===== src/rtl/chaos_cipher_pkg.sv =====
// Shared types and default widths for the chaotic stream cipher controller.
package chaos_cipher_pkg;

    localparam int DEF_DATA_WIDTH = 12;
    localparam int DEF_OUT_WIDTH  = 8;

    typedef enum logic [2:0] {
        IDLE,
        LOAD,
        WARM,
        RUN,
        DONE
    } ctrlState_t;

endpackage


===== src/rtl/cipher_key_slot.sv =====
// One-entry key buffer with an outstanding-step flag for the key generator.
// Responses are only taken while a step is outstanding; flush drops both.
module cipher_key_slot #(
    parameter int DATA_WIDTH = 12
) (
    input  logic                  clk,
    input  logic                  rst_n,
    input  logic                  i_flush,
    input  logic                  i_issue,
    input  logic                  i_respValid,
    input  logic [DATA_WIDTH-1:0] i_respKey,
    input  logic                  i_fill,
    input  logic                  i_consume,
    output logic                  o_full,
    output logic                  o_outstanding,
    output logic                  o_respTaken,
    output logic [DATA_WIDTH-1:0] o_key
);

    logic                  r_full;
    logic                  r_outstanding;
    logic [DATA_WIDTH-1:0] r_key;
    logic                  w_accept;

    assign w_accept      = i_respValid && r_outstanding;
    assign o_full        = r_full;
    assign o_outstanding = r_outstanding;
    assign o_respTaken   = w_accept;
    assign o_key         = r_key;

    always_ff @(posedge clk or negedge rst_n) begin
        if (!rst_n) begin
            r_full        <= 1'b0;
            r_outstanding <= 1'b0;
            r_key         <= '0;
        end else if (i_flush) begin
            r_full        <= 1'b0;
            r_outstanding <= 1'b0;
        end else begin
            if (i_issue) begin
                r_outstanding <= 1'b1;
            end else if (w_accept) begin
                r_outstanding <= 1'b0;
            end
            // Warm-up responses clear the flag but never occupy the slot
            if (w_accept && i_fill) begin
                r_full <= 1'b1;
                r_key  <= i_respKey;
            end else if (i_consume) begin
                r_full <= 1'b0;
            end
        end
    end

endmodule


===== src/rtl/chaos_cipher_ctrl.sv =====
// Frame sequencer for the chaotic stream cipher: seeds and warms the key
// generator, then pairs each accepted plaintext byte with one fresh key word.
module chaos_cipher_ctrl
    import chaos_cipher_pkg::*;
#(
    parameter int DATA_WIDTH = DEF_DATA_WIDTH,
    parameter int OUT_WIDTH  = DEF_OUT_WIDTH,
    parameter int LEN_WIDTH  = 16,
    parameter int WARM_WIDTH = 8
) (
    input  logic                  clk,
    input  logic                  rst_n,
    input  logic                  start,
    input  logic [DATA_WIDTH-1:0] seed,
    input  logic [LEN_WIDTH-1:0]  frame_len,
    input  logic [WARM_WIDTH-1:0] warmup,
    input  logic                  abort,
    output logic                  busy,
    output logic                  done,
    output logic [LEN_WIDTH-1:0]  byte_cnt,
    input  logic [OUT_WIDTH-1:0]  pt_data,
    input  logic                  pt_valid,
    output logic                  pt_ready,
    output logic                  kg_load,
    output logic [DATA_WIDTH-1:0] kg_seed,
    output logic                  kg_step,
    input  logic [DATA_WIDTH-1:0] kg_key,
    input  logic                  kg_key_valid,
    output logic [OUT_WIDTH-1:0]  xor_plaintext,
    output logic [DATA_WIDTH-1:0] xor_key,
    output logic                  xor_valid
);

    ctrlState_t            r_state;
    ctrlState_t            w_nextState;
    logic [DATA_WIDTH-1:0] r_seed;
    logic [LEN_WIDTH-1:0]  r_frameLen;
    logic [LEN_WIDTH-1:0]  r_byteCnt;
    logic [LEN_WIDTH-1:0]  r_keysReq;
    logic [WARM_WIDTH-1:0] r_warmCnt;
    logic                  r_xorValid;
    logic [OUT_WIDTH-1:0]  r_xorPt;
    logic [DATA_WIDTH-1:0] r_xorKey;
    logic                  w_slotFull;
    logic                  w_outstanding;
    logic                  w_keyResp;
    logic [DATA_WIDTH-1:0] w_slotKey;
    logic                  w_xfer;
    logic                  w_lastByte;
    logic                  w_flush;

    assign w_xfer        = pt_valid && pt_ready && !abort;
    assign w_lastByte    = w_xfer && ((r_byteCnt + LEN_WIDTH'(1)) == r_frameLen);
    // Loading a new seed makes any in-flight key generator response stale
    assign w_flush       = (abort && (r_state != IDLE)) || (r_state == LOAD);
    assign byte_cnt      = r_byteCnt;
    assign kg_seed       = r_seed;
    assign xor_valid     = r_xorValid;
    assign xor_plaintext = r_xorPt;
    assign xor_key       = r_xorKey;

    cipher_key_slot #(
        .DATA_WIDTH (DATA_WIDTH)
    ) u_keySlot (
        .clk           (clk),
        .rst_n         (rst_n),
        .i_flush       (w_flush),
        .i_issue       (kg_step),
        .i_respValid   (kg_key_valid),
        .i_respKey     (kg_key),
        .i_fill        (r_state == RUN),
        .i_consume     (w_xfer),
        .o_full        (w_slotFull),
        .o_outstanding (w_outstanding),
        .o_respTaken   (w_keyResp),
        .o_key         (w_slotKey)
    );

    always_ff @(posedge clk or negedge rst_n) begin
        if (!rst_n) begin
            r_state <= IDLE;
        end else begin
            r_state <= w_nextState;
        end
    end

    always_comb begin
        w_nextState = r_state;
        if (abort && (r_state != IDLE)) begin
            w_nextState = IDLE;
        end else begin
            case (r_state)
                IDLE:    if (start) w_nextState = LOAD;
                LOAD:    w_nextState = (r_warmCnt != '0) ? WARM : RUN;
                WARM:    if (w_keyResp && (r_warmCnt == WARM_WIDTH'(1))) w_nextState = RUN;
                RUN:     if ((r_frameLen == '0) || w_lastByte) w_nextState = DONE;
                DONE:    w_nextState = IDLE;
                default: w_nextState = IDLE;
            endcase
        end
    end

    always_comb begin
        busy     = (r_state != IDLE);
        done     = (r_state == DONE);
        kg_load  = 1'b0;
        kg_step  = 1'b0;
        pt_ready = 1'b0;
        case (r_state)
            LOAD: kg_load = !abort;
            WARM: kg_step = !abort && !w_outstanding && (r_warmCnt != '0);
            RUN: begin
                kg_step  = !abort && !w_slotFull && !w_outstanding && (r_keysReq < r_frameLen);
                pt_ready = w_slotFull && (r_byteCnt < r_frameLen);
            end
            default: ;
        endcase
    end

    always_ff @(posedge clk or negedge rst_n) begin
        if (!rst_n) begin
            r_seed     <= '0;
            r_frameLen <= '0;
            r_byteCnt  <= '0;
            r_keysReq  <= '0;
            r_warmCnt  <= '0;
            r_xorValid <= 1'b0;
            r_xorPt    <= '0;
            r_xorKey   <= '0;
        end else begin
            r_xorValid <= w_xfer;
            if (w_xfer) begin
                r_xorPt   <= pt_data;
                r_xorKey  <= w_slotKey;
                r_byteCnt <= r_byteCnt + LEN_WIDTH'(1);
            end
            if ((r_state == IDLE) && start) begin
                r_seed     <= seed;
                r_frameLen <= frame_len;
                r_warmCnt  <= warmup;
                r_byteCnt  <= '0;
                r_keysReq  <= '0;
            end
            if ((r_state == WARM) && w_keyResp && (r_warmCnt != '0)) begin
                r_warmCnt <= r_warmCnt - WARM_WIDTH'(1);
            end
            if ((r_state == RUN) && kg_step) begin
                r_keysReq <= r_keysReq + LEN_WIDTH'(1);
            end
        end
    end

    // The host must hold a stalled byte steady until it is taken
    a_ptStable: assert property (@(posedge clk) disable iff (!rst_n)
        (pt_valid && !pt_ready && !abort) |=> (!pt_valid || $stable(pt_data)));

endmodule


===== config.mk =====
export PLATFORM = sky130hd
export DESIGN_NAME = chaos_cipher_ctrl
export DESIGN_NICKNAME = d
export VERILOG_FILES = /design/src/rtl/chaos_cipher_pkg.sv /design/src/rtl/cipher_key_slot.sv /design/src/rtl/chaos_cipher_ctrl.sv
export SDC_FILE = /design/constraint.sdc
export NUM_CORES = 1
export LEC_CHECK = 0
export ABC_AREA = 1
export BUFFER_PORTS_ARGS = -buffer_cell sky130_fd_sc_hd__buf_4
export CORE_AREA = 2 2 126 103
export DETAILED_ROUTE_END_ITERATION = 7
export DIE_AREA = 0 0 128 105
export PLACE_DENSITY = 0.75
export REMOVE_ABC_BUFFERS = 1
export SYNTH_ARGS = -nofsm -noshare
export SYNTH_HDL_FRONTEND = slang
export SYNTH_HIERARCHICAL = 1
export SYNTH_SLANG_ARGS = --single-unit

===== constraint.sdc =====
create_clock -name clk -period 1.9 [get_ports clk]
set_input_delay 0.38 -clock clk [delete_from_list [all_inputs] [get_ports clk]]
set_output_delay 0.38 -clock clk [all_outputs]
set_load 0.05 [all_outputs]

==> flow_summary.ini, run 1 <==
[status]
status = complete, but fails checks
violations = setup timing

[pwr]
p_seq_share_pct = 32.8
comb_power_share_pct = 45.9
vdd_drop_max_uv = 686.2
power_switching_mw = 3.953
netSwitchingFraction_pct = 40.76
power.density_nw_per_um2 = 1093
p_int_mw = 5.747
power_frac_clock_pct = 21.4
p_leak_nw = 4.525
finalPower_mw = 9.700

[placed_design]
portBuffers = 115
hpwl_um = 11770
gp_congestion = 0.9036
detailedPlace.worstSlack_ns = -0.1338

[detailed_routing]
routed_wl_um = 18750
first_pass_iters = 5
wl_per_cell_um = 16.04
viasPerCell = 5.346
final_antenna_net_count = 0
dr.first_iter.drc_count = 504
drc = 0
dr_total_vias = 6250

[sta]
finalHoldViolations = 0
slew_headroom_pct = 69.32
fin_ws_ns = -0.4955
fin_skew_ns = 0.009924
slew_viol_final = 0
grt_setup_unrepaired = true
max_slew.worst_pin.slew_ns = 0.4602
fin_crit_sh_pct = 126.1
setup_tns_ns = -14.89
min_period_ns = 2.396
whs_ns = 0.2115
setup_viol = 59
fmax_mhz = 417.4

[clocking]
path_clk_slew_ns = 0.08
cts_buffer_depth = 2
htree_levels = 3
cts_buffers = 9
tritoncts = built
clock_latency_ns = 0.36
cts_sinks = 106
cts_root_buf = clkbuf_16

[grt]
grt_pass1_vias = 5690
grt-ovfl-total = 0
grt_usage_pct = 26.20
antenna_found_initial = 0
grt_pass1_wl_um = 28050
grt_max_degree = 51

[setup_path]
r2r-end = byte_cnt[7]
critPathMaxFanout = 3
r2r_start = r_frameLen[13]
critPathRequiredTime_ns = 1.52
end_kind = output pin
arrival_ns = 2.02
reg2reg_depth = 10
slowest_stage = dfrtp_1
path_class = reg -> out
crit_chain = inv_1 > ha_1 > a21oi_1 > o211ai_1 > nor2_2 > nand2_2 > inv_2 > buf_8
r2r_slack_ns = -0.39
worstSetupStartpointType = register
slowest_delay_ns = 0.38

[yosys]
ys_ff_latch = 106
synth_area_per_cell_um2 = 7.650
yosysSeqAreaShare_pct = 44.51
synth_warnings = 6
synthDistinctLibCells = 38
synthCells = 779
synth_area_um2 = 5959

[floorplanning]
die_w_um = 128
core_area_um2 = 12070
row_count = 36
die_y_um = 105
initial_utilization_pct = 49.37
die_area_um2 = 13440
pin_count = 116

[worst_hold_path]
hold_path.class = in -> reg
whs_path_depth = 3
hold_end = xor_plaintext[0]
worstHoldStart = pt_data[0]

[cells_and_area]
final_util_pct = 73.50
drive_above_1_share_pct = 34.81
area_growth_pct = 48.88
n_antenna_cell = 0
fin_nets = 1110

[run]
drv_cap = 0
cell families after synthesis:
kind of cell	synth area share (%)
compound gates	8.965
xor+xnor	1.617
fa+ha+maj	7.558
buf+inv	6.446
flops	44.51
simple gates	30.90
critical path, delay by kind of cell (launching register included):
family / cells / cell delay, ns
flip-flops: 1 / 0.38
buffers and inverters: 3 / 0.36
AND/OR/NAND/NOR: 2 / 0.35
AO/OA/AOI/OAI: 2 / 0.29
adder cells (fa/ha/maj): 1 / 0.28
power groups by stage:
stage | clock network [mW] | logic [mW] | registers, mW
2_1_floorplan | 0 | 1.79 | 3.60
3_3_place_gp | 0 | 3.75 | 3.17
3_5_place_dp | 0 | 3.81 | 3.18
4_1_cts | 2.09 | 4.00 | 3.16
5_1_grt | 2.18 | 4.84 | 3.25
6_report | 2.07 | 4.45 | 3.18
repair_timing:
item,in CTS,in global routing
endpoints found under the setup margin,47,61
pin swaps,12,21
resized for setup,71,65
cloned,5,4
endpoints found under the hold margin,28,0
setup buffers,12,11
hold buffers,1,0
layout by cell type, fill, tap and decap left out, types with 15 or more instances in the layout:
cell | Yosys | routed
ha_1 | 36 | 26
inv_1 | 72 | 61
buf_6 | 2 | 15
buf_4 | 1 | 212
nand2_1 | 277 | 264
nor2_1 | 50 | 41
dfrtp_1 | 106 | 104
o21ai_0 | 44 | 24
nand3_1 | 80 | 68
o21ai_1 | 4 | 21
per-layer routing:
metal,share of wire [%],global-route usage (%),up-vias
met5,0,0,-
met4,2.8,9.341,0
met3,7.8,4.711,38
met2,47,40.83,257
met1,42,36.67,2925
li1,-,-,3030
cells in the mapped netlist:
library cell / number / area (µm²)
nor2_4: 4 / 45.04
inv_1: 72 / 270.3
o22ai_1: 13 / 81.33
nand2_1: 277 / 1040
a41oi_1: 1 / 8.760
nor2_1: 50 / 187.7
o221ai_1: 2 / 17.52
o311ai_0: 1 / 8.760
o21bai_1: 2 / 15.01
inv_2: 2 / 7.510
nand2_2: 2 / 12.51
a21oi_1: 15 / 75.07
o21a_1: 1 / 7.510
clkinv_1: 1 / 3.750
xnor2_1: 4 / 35.03
dfrtp_1: 106 / 2653
o21ai_0: 44 / 220.2
a32o_1: 1 / 10.01
nand3_1: 80 / 400.4
buf_4: 1 / 7.510
o211ai_1: 5 / 37.54
clkbuf_1: 11 / 41.29
buf_6: 2 / 22.52
nand4_1: 9 / 56.30
nor3_1: 4 / 20.02
xor2_1: 7 / 61.31
buf_1: 3 / 11.26
ha_1: 36 / 450.4
nor3b_2: 1 / 12.51
nor2_2: 4 / 25.02
nand2_4: 1 / 11.26
buf_2: 4 / 20.02
o21ai_2: 2 / 17.52
a211oi_1: 1 / 7.510
o21ai_1: 4 / 20.02
or2_2: 1 / 6.260
nor4_1: 4 / 25.02
a22oi_1: 1 / 7.510
worst max-delay path by stage:
stage                        start      endpoint  slack, ns  cells past startpoint
floorplan               r_state[0]  byte_cnt[10]      -1.76                      6
global placement     r_frameLen[7]       kg_step      -0.12                     10
detailed placement   r_frameLen[1]   byte_cnt[2]      -0.13                     14
CTS                  r_frameLen[1]       kg_step      -0.38                     12
global route         r_frameLen[9]      pt_ready      -0.58                     10
finish              r_frameLen[13]      pt_ready      -0.50                      8
registers in the layout, summed over array words and instances (netlist names):
name / cells
r_keysReq: 16
r_frameLen: 16
u_keySlot/o_outstanding: 1
r_state: 3
xor_key: 12
u_keySlot/o_key: 12
byte_cnt: 16
u_keySlot/o_full: 1
xor_valid: 1
kg_seed: 12
r_warmCnt: 8
xor_plaintext: 8
final cells by class:
type / instances / area (µm²)
clock inverters: 7 / 100.1
clock buffers: 9 / 225.2
flip-flops and latches: 106 / 2655
inverters: 75 / 290.3
fillers: 880 / 3199
multi-input cells: 577 / 3293
repair buffers: 243 / 2118
well taps: 152 / 190.2
stage by stage:
stage                     instances  cell area, µm²
after global routing           1169            8872
after detailed placement       1120            7666
after global placement         1120            7666
after CTS                      1154            8479
after floorplan                 758            5857
final                          1169            8872
Power figures use the tool's default switching activity.
==> run 2, diff against run 1 <==
--- a/config.mk
+++ b/config.mk
@@ -7,10 +7,11 @@
 export LEC_CHECK = 0
 export ABC_AREA = 1
 export BUFFER_PORTS_ARGS = -buffer_cell sky130_fd_sc_hd__buf_4
-export CORE_AREA = 2 2 126 103
+export CORE_AREA = 2 2 123 101
+export CTS_BUF_LIST = sky130_fd_sc_hd__clkbuf_2
 export DETAILED_ROUTE_END_ITERATION = 7
-export DIE_AREA = 0 0 128 105
-export PLACE_DENSITY = 0.75
+export DIE_AREA = 0 0 125 103
+export PLACE_DENSITY = 0.78
 export REMOVE_ABC_BUFFERS = 1
 export SYNTH_ARGS = -nofsm -noshare
 export SYNTH_HDL_FRONTEND = slang
==> run 2 against run 1 <==
Largest cell class unchanged. Sequential share of layout area shrank 2.1 points. The run still ends with setup timing left. Clock power decreased by 49%. First-iteration DRC count is 18% higher. Largest power group unchanged. Final area increased by 7.5%. Power down 4.1%. Critical path type unchanged. Critical path depth grew 1.
==> flow_summary.ini, run 2 (synthesis results as in run 1) <==
[detailed_routing]
drc = 0
viasPerCell = 5.581
first_pass_iters = 6
dr_total_vias = 6826
dr.first_iter.drc_count = 596
routed_wl_um = 21320
final_antenna_net_count = 0
wl_per_cell_um = 17.43

[status]
status = complete, but fails checks
violations = setup timing

[cells_and_area]
fin_nets = 1162
mostFrequentLayoutCells = 226 x nand2_1, 189 x buf_4, 103 x dfrtp_1, 60 x inv_1
fin_cells = 1223
area_growth_pct = 60.03
final_common_cell = nand2_1
drive_above_1_share_pct = 38.17
multi_input_area_um2 = 3588
fillCellCount = 695
regArea_um2 = 2656

[grt]
grt_pass1_vias = 5664
grt_pass1_wl_um = 27590
use_met2_pct = 45.78
gr-usage-met1_pct = 36.17
grt_max_degree = 48
grt-ovfl-total = 0
busiest_layer = met2
antenna_found_initial = 2
grt_usage_pct = 26.84
grt.met3_usage_pct = 4.255

[setup_path]
critPathMaxFanout = 3
path_class = reg -> out
worstSetupStartpointType = register
r2r_slack_ns = -0.27
critPathRequiredTime_ns = 1.52
end_kind = output pin
reg2reg_depth = 13
r2r-end = r_state[2]
r2r_start = byte_cnt[3]
arrival_ns = 2.32

[clocking]
htree_levels = 3
cts_buffers = 9
clock_latency_ns = 0.63
cts_buffer_depth = 2
cts_root_buf = clkbuf_2
cts_sinks = 106
tritoncts = built
path_clk_slew_ns = 0.29

[sta]
max_slew.worst_pin.slew_ns = 0.4456
fin_skew_ns = 0.02464
grt_setup_unrepaired = true
setup_tns_ns = -11.46
slew_headroom_pct = 69.98
min_period_ns = 2.704
setup_viol = 69
fin_ws_ns = -0.8035
fmax_mhz = 369.9
finalHoldViolations = 0
fin_crit_sh_pct = 142.3
slew_viol_final = 0

[pwr]
vdd_drop_max_uv = 737.9
finalPower_mw = 9.305
p_leak_nw = 4.739
power.density_nw_per_um2 = 975.8

[worst_hold_path]
hold_end = u_keySlot/o_outstanding
hold_path.class = in -> reg
worstHoldStart = kg_key_valid
whs_path_depth = 4

[floorplanning]
die_y_um = 103
initial_utilization_pct = 50.50
core_area_um2 = 11800
die_w_um = 125
die_area_um2 = 12880
row_count = 36
pin_count = 116

[placed_design]
detailedPlace.worstSlack_ns = -0.1403
hpwl_um = 11760
dp.cells = 1117
gp_congestion = 0.8928
portBuffers = 115

[run]
drv_cap = 0
## run 2: changes by cell type in the layout (fill, tap and decap cells not counted), sizes merged, moves of 2 or more
| cell | delta |
|---|---|
| dlygate4sd3 | +55 |
| diode | +2 |
| buf | -5 |
| clkbuf | +3 |
| clkinv | +2 |
| bufinv | -2 |
## run 2: how the worst max path moves through the flow
stage / end / slack (ns) / cells after the start / from
after detailed placement: kg_step / -0.14 / 10 / r_frameLen[7]
final: kg_step / -0.80 / 9 / r_frameLen[13]
after global routing: pt_ready / -0.94 / 13 / r_frameLen[1]
after CTS: kg_step / -0.74 / 12 / r_frameLen[1]
after floorplan: byte_cnt[10] / -1.76 / 6 / r_state[0]
after global placement: kg_step / -0.11 / 10 / r_frameLen[7]
## run 2: metal layers
layer | routed length, µm | vias up
li1 | - | 3115
met1 | 8278 | 3233
met2 | 10570 | 386
met3 | 1561 | 92
met4 | 918 | 0
met5 | 0 | -
## run 2: layout make-up
class / count / area share [%]
Timing Repair Buffer: 295 / 28.33
Antenna cell: 2 / 0.05248
Inverter: 75 / 3.057
Clock inverter: 7 / 0.6166
Tap cell: 152 / 1.994
Multi-Input combinational cell: 577 / 37.63
Clock buffer: 9 / 0.4723
Sequential cell: 106 / 27.85
## run 2: stage by stage
step	util, %	hold WS, ns	cell area (µm²)
5_1_grt	80.81	0.05277	9537
2_1_floorplan	-	0.08441	5857
3_3_place_gp	64.77	0.3233	7644
6_report	80.81	0.06576	9537
3_5_place_dp	64.77	0.3232	7644
4_1_cts	73.01	0.008106	8616
## run 2: worst max-delay path, stage by stage (launching register included)
cell	delay, ns
dfrtp_1	0.44
inv_1	0.08
buf_4	0.14
ha_1	0.33
a21oi_1	0.19
nor2_1	0.09
nor2_2	0.16
nand2_4	0.08
nand2_4	0.07
buf_8	0.14
## run 2: power breakdown
part	internal (mW)	total, mW	switching [mW]
registers	2.80	3.19	0.386
clock network	0.197	1.05	0.850
logic	2.06	5.07	3.01
## run 2: timing repair
action / 4_1_cts / 5_1_grt
pin swaps: 16 / 41
hold buffers: 55 / 1
cloned: 0 / 8
buffers inserted: 10 / 17
endpoints found under the hold margin: 152 / 1
endpoints found under the setup margin: 63 / 89
resized for setup: 61 / 181
